`src/rtl/core_ctrl_pkg.sv`:
```
// Shared encodings for the multicycle core control path: opcodes, ALUOp
// values, controller states and the opcode classes the controller acts on.
package core_ctrl_pkg;

  localparam logic [6:0] OP_RTYPE  = 7'b0110011;
  localparam logic [6:0] OP_LOAD   = 7'b0000011;
  localparam logic [6:0] OP_STORE  = 7'b0100011;
  localparam logic [6:0] OP_BRANCH = 7'b1100011;

  localparam logic [1:0] ALUOP_ADD   = 2'b00;
  localparam logic [1:0] ALUOP_BEQ   = 2'b01;
  localparam logic [1:0] ALUOP_FUNCT = 2'b10;

  typedef enum logic [2:0] {
    FETCH,
    DECODE,
    EXEC,
    MEM,
    WB,
    ERR
  } state_e;

  typedef enum logic [2:0] {
    NONE,
    RTYPE,
    LOAD,
    STORE,
    BRANCH,
    ILLEGAL
  } class_e;

endpackage

```
`src/rtl/multicycle_main_control_opcode_classifier.sv`:
```
// Combinational opcode -> instruction class map. Anything outside the
// supported subset is reported as ILLEGAL.
module opcode_classifier
  import core_ctrl_pkg::*;
(
  input  logic [6:0] opcode_i,
  output class_e     class_o
);

  // Exact match on the 7-bit major opcode.
  always_comb begin
    case (opcode_i)
      OP_RTYPE:  class_o = RTYPE;
      OP_LOAD:   class_o = LOAD;
      OP_STORE:  class_o = STORE;
      OP_BRANCH: class_o = BRANCH;
      default:   class_o = ILLEGAL;
    endcase
  end

endmodule

```
`src/rtl/multicycle_main_control.sv`:
```
// Multicycle main control FSM: accepts one instruction per handshake,
// steps it through FETCH/DECODE/EXEC/MEM/WB and drives the datapath enables.
// Outputs are Moore-decoded from state and latched class, except pc_src,
// which follows zero during EXEC of a branch.
module multicycle_main_control
  import core_ctrl_pkg::*;
#(
  parameter int unsigned CNT_W = 32
) (
  input  logic             clk,
  input  logic             rst_n,
  input  logic             instr_valid,
  output logic             instr_ready,
  input  logic [6:0]       opcode,
  input  logic             zero,
  input  logic             mem_ready,
  output logic             ir_write,
  output logic [1:0]       alu_op,
  output logic             alu_src,
  output logic             mem_read,
  output logic             mem_write,
  output logic             mem_to_reg,
  output logic             reg_write,
  output logic             pc_write,
  output logic             pc_src,
  output logic             illegal,
  output logic [CNT_W-1:0] retired
);

  state_e           state_q, state_d;
  class_e           class_q, class_d;
  logic [CNT_W-1:0] retired_q, retired_d;
  class_e           op_class;

  opcode_classifier u_classifier (
    .opcode_i (opcode),
    .class_o  (op_class)
  );

  // State, latched class and retire counter.
  always_ff @(posedge clk or negedge rst_n) begin
    if (!rst_n) begin
      state_q   <= FETCH;
      class_q   <= NONE;
      retired_q <= '0;
    end else begin
      state_q   <= state_d;
      class_q   <= class_d;
      retired_q <= retired_d;
    end
  end

  // Next state and output decode; every retire cycle is exactly a pc_write cycle.
  always_comb begin
    state_d     = state_q;
    class_d     = class_q;
    instr_ready = 1'b0;
    ir_write    = 1'b0;
    alu_op      = ALUOP_ADD;
    alu_src     = 1'b0;
    mem_read    = 1'b0;
    mem_write   = 1'b0;
    mem_to_reg  = 1'b0;
    reg_write   = 1'b0;
    pc_write    = 1'b0;
    pc_src      = 1'b0;
    illegal     = 1'b0;
    case (state_q)
      FETCH: begin
        instr_ready = 1'b1;
        if (instr_valid) begin
          ir_write = 1'b1;
          class_d  = op_class;
          state_d  = DECODE;
        end
      end
      DECODE: begin
        state_d = (class_q == ILLEGAL) ? ERR : EXEC;
      end
      EXEC: begin
        case (class_q)
          RTYPE: begin
            alu_op  = ALUOP_FUNCT;
            state_d = WB;
          end
          LOAD, STORE: begin
            alu_op  = ALUOP_ADD;
            alu_src = 1'b1;
            state_d = MEM;
          end
          BRANCH: begin
            alu_op   = ALUOP_BEQ;
            pc_write = 1'b1;
            pc_src   = zero;
            state_d  = FETCH;
          end
          default: state_d = FETCH;
        endcase
      end
      MEM: begin
        alu_op    = ALUOP_ADD;
        alu_src   = 1'b1;
        mem_read  = (class_q == LOAD);
        mem_write = (class_q == STORE);
        if (mem_ready) begin
          if (class_q == LOAD) begin
            state_d = WB;
          end else begin
            pc_write = (class_q == STORE);
            state_d  = FETCH;
          end
        end
      end
      WB: begin
        reg_write  = 1'b1;
        mem_to_reg = (class_q == LOAD);
        pc_write   = 1'b1;
        state_d    = FETCH;
      end
      ERR: begin
        illegal = 1'b1;
        state_d = FETCH;
      end
      default: state_d = FETCH;
    endcase
    retired_d = pc_write ? retired_q + CNT_W'(1) : retired_q;
  end

  assign retired = retired_q;

  a_mem_excl: assert property (@(posedge clk) disable iff (!rst_n) !(mem_read && mem_write));
  a_wr_excl:  assert property (@(posedge clk) disable iff (!rst_n) !(reg_write && mem_write));
  a_decode_class: assert property (@(posedge clk) disable iff (!rst_n)
                                   ir_write |=> (class_q == $past(op_class)));
  a_decode_known: assert property (@(posedge clk) disable iff (!rst_n)
                                   (state_q == DECODE) |-> (class_q != NONE));

endmodule

```
`config.mk`:
```
export PLATFORM = sky130hd
export DESIGN_NAME = multicycle_main_control
export DESIGN_NICKNAME = d
export VERILOG_FILES = /design/src/rtl/core_ctrl_pkg.sv /design/src/rtl/multicycle_main_control_opcode_classifier.sv /design/src/rtl/multicycle_main_control.sv
export SDC_FILE = /design/constraint.sdc
export NUM_CORES = 1
export LEC_CHECK = 0
export BUFFER_PORTS_ARGS = -buffer_cell sky130_fd_sc_hd__buf_2
export CAP_MARGIN = 0
export CORE_MARGIN = 2
export CORE_UTILIZATION = 47
export DETAILED_ROUTE_END_ITERATION = 12
export PLACE_DENSITY = 0.76
export SLEW_MARGIN = 20
export SYNTH_ARGS = -nofsm -noshare
export SYNTH_HDL_FRONTEND = slang
export SYNTH_SLANG_ARGS = --single-unit
```
`constraint.sdc`:
```
create_clock -name clk -period 2.1 [get_ports clk]
set_clock_uncertainty 0.1 [all_clocks]
set_input_delay 0.21 -clock clk [delete_from_list [all_inputs] [get_ports clk]]
set_output_delay 0.21 -clock clk [all_outputs]
set_load 0.01 [all_outputs]
```
==> results.py <==
metrics = {
    "timing": {
        "drv_slew": 0,
        "worst_slack_ps": 122.7,
        "maxSlewHeadroom_pct": 43.54,
        "fin_crit_sh_pct": 94.16,
        "finalSetupViolations": 0,
        "finalCriticalPeriod_ps": 1977,
        "whs_ps": 46.25,
        "tightest_slew_ps": 846.8,
        "fmax_mhz": 505.7,
        "hold_violations": 0,
    },
    "drt": {
        "post_drt_wl_per_cell_um": 13.79,
        "firstDrtPassIters": 4,
        "drtIter0Drc": 41,
        "drt_wl_total_mm": 4.345,
        "drc_errors": 0,
        "via_per_inst": 5.410,
        "ant_nets": 0,
        "num_vias": 1704,
    },
    "global_route": {
        "grt_max_degree": 39,
        "grt_pass1_vias": 1588,
        "track_usage_pct": 18.55,
        "grt_pass1_wl_mm": 7.203,
        "globalRouteOverflowTotal": 0,
        "antenna_found_initial": 0,
    },
    "floorplanning": {
        "io_pins": 56,
        "core_mm2": 0.004029,
        "dieHeight_um": 69.04,
        "die-area_mm2": 0.004767,
        "die_w_um": 69.04,
        "initial_utilization_pct": 49.35,
        "fp-row-count": 23,
    },
    "setup_path": {
        "cp-startpoint": "retired[5]$_DFFE_PN0P_",
        "cpPeakStageDelay_ps": 430,
        "required_ps": 2210,
        "cp_data_arrival_time_ps": 2080,
        "path_cells": "nand4_1 -> or2_1 -> or3_1 -> nor4_2 -> xor2_1",
        "cp.depth": 5,
        "crit_buf_inv": 0,
        "worstSetupStartpointType": "flip-flop",
        "critPathCaptureType": "flip-flop",
        "r2r_slack_ps": 120,
        "r2r_start": "retired[5]$_DFFE_PN0P_",
        "slowest_stage": "dfrtp_1",
        "crit_family": "simple AND/OR/NAND/NOR gates",
        "path_max_fanout": 6,
        "crit_type": "flip-flop to flip-flop",
        "cp-endpoint": "retired[23]$_DFFE_PN0P_",
        "reg2regPathDepth": 5,
        "rr_endpoint": "retired[23]$_DFFE_PN0P_",
    },
    "worst_hold_path": {
        "hold_class": "primary input to flip-flop",
    },
    "synth": {
        "synth_cell_type_count": 39,
        "synth_nets": 211,
        "syn-cell-area_mm2": 0.001988,
        "synth_top_cell_area_share_pct": 47.83,
        "synth.most_common_cell": "dfrtp_1",
        "ys_seq_area_share_pct": 47.83,
        "synth_warnings": 0,
        "synth.avg_cell_area_um2": 10.04,
        "ys_ff_latch": 38,
        "synth_ff_type": "dfrtp_1",
        "synth_edf_count": 0,
        "synthTopCellsByArea": "dfrtp_1 48%, xor2_1 7.9%, xnor2_1 6.2%",
        "synth_cells": 198,
        "synth_common_cells": "38 x dfrtp_1, 19 x nand2_1, 18 x xor2_1",
        "synth_area_leader_cell": "dfrtp_1",
        "async_flop_share_pct": 100.0,
    },
    "final_layout": {
        "area_growth_syn_to_layout_pct": 25.93,
        "diodes": 0,
        "nets": 279,
        "drive_gt1_share_pct": 31.70,
    },
    "run": {
        "max-cap-violations": 0,
    },
    "cts": {
        "clockBufferDepth": 2,
        "clock-sinks": 38,
        "cts_buffers": 5,
        "root_buffer": "clkbuf_8",
        "tritoncts": "built",
        "htreeDepth": 2,
        "clk_pin_slew_ps": 70,
        "insertion_delay_ps": 280,
    },
    "place": {
        "place_ws_ps": 55.17,
        "post-dp-hpwl_mm": 3.287,
        "place_congestion": 0.7963,
        "portBuffers": 55,
    },
    "pwr": {
        "p_leak_nw": 1.310,
        "power_frac_seq_pct": 45.9,
        "combPwrFrac_pct": 29.2,
        "p_int_mw": 1.309,
        "power.share.switching_pct": 33.00,
        "powerDensity_mw_per_mm2": 780.6,
        "switchingPower_mw": 0.6449,
        "power_frac_clock_pct": 24.9,
        "ir_drop_mv": 0.4510,
    },
    "status": {
        "status": "finished clean",
    },
}
==> cells in the final DEF (no fill, tap or decap), types with 4 or more instances in the layout <==
cell	n
buf_4	10
nand2b_1	4
nor3_1	8
xor2_1	18
clkbuf_8	6
inv_1	11
nand3_1	10
nand2_1	19
xnor2_1	14
nor4_2	4
nor2_1	14
dfrtp_1	37
buf_2	55
nand4_1	5
nor4_1	7
and3_1	5
==> power groups by stage <==
stage | Clock [mW] | Combinational (mW) | Sequential [mW]
detailed placement | 0 | 0.557 | 0.906
CTS | 0.500 | 0.565 | 0.896
finish | 0.486 | 0.570 | 0.898
floorplan | 0 | 0.324 | 0.910
global placement | 0 | 0.542 | 0.903
global route | 0.535 | 0.632 | 0.908
==> what timing repair did <==
action / CTS / global route
buffers inserted: 0 / 1
gates resized for setup: 2 / 5
endpoints found under the setup margin: 1 / 15
pin swaps: 0 / 1
hold endpoints to repair: 38 / 0
hold buffers: 1 / 0
==> layer usage <==
layer	routed length (µm)	part of all wire [%]	track usage (%)	vias up
li1	-	-	-	822
met1	1802	41	21.98	819
met2	2224	51	32.05	55
met3	250	5.8	4.386	8
met4	68	1.6	7.843	0
met5	0	0	0	-
==> through the flow <==
| stage | instance area (µm²) | setup TNS, ps | std cells | power (mW) | utilization [%] |
|---|---|---|---|---|---|
| floorplan | 1988 | 0 | 198 | 1.235 | - |
| global placement | 2375 | 0 | 307 | 1.445 | 58.94 |
| detailed placement | 2375 | 0 | 307 | 1.464 | 58.94 |
| CTS | 2475 | 0 | 314 | 1.960 | 61.43 |
| global route | 2504 | -17.07 | 315 | 2.075 | 62.14 |
| finish | 2504 | 0 | 315 | 1.954 | 62.14 |
==> flip-flops by register name (all words and copies together) (netlist names) <==
register / count
state_q: 3
class_q: 3
retired: 32
==> how the worst min path moves through the flow <==
stage | from | end | depth (start not counted)
floorplan | rst_n | class_q[0]$_DFFE_PN0P_ | 0
global placement | rst_n | retired[23]$_DFFE_PN0P_ | 1
detailed placement | rst_n | retired[18]$_DFFE_PN0P_ | 1
global route | opcode[4] | class_q[1]$_DFFE_PN0P_ | 2
CTS | opcode[4] | class_q[1]$_DFFE_PN0P_ | 2
finish | opcode[4] | class_q[1]$_DFFE_PN0P_ | 2
==> cell families after synthesis <==
| family | count (synthesis) | share of synthesized area, % |
|---|---|---|
| buf+inv | 16 | 3.020 |
| simple gates | 96 | 27.75 |
| fa+ha+maj | 1 | 0.6292 |
| xor+xnor | 32 | 14.10 |
| compound gates | 15 | 6.672 |
| flops | 38 | 47.83 |
==> final cells by class <==
class                   instances  area, µm²
fillers                       347       1525
multi-input cells             144       1005
flip-flops and latches         38      952.2
repair buffers                 66      360.3
clock buffers                   6      82.58
well taps                      50      62.56
inverters                      11      41.29
Power figures use the tool's default switching activity.
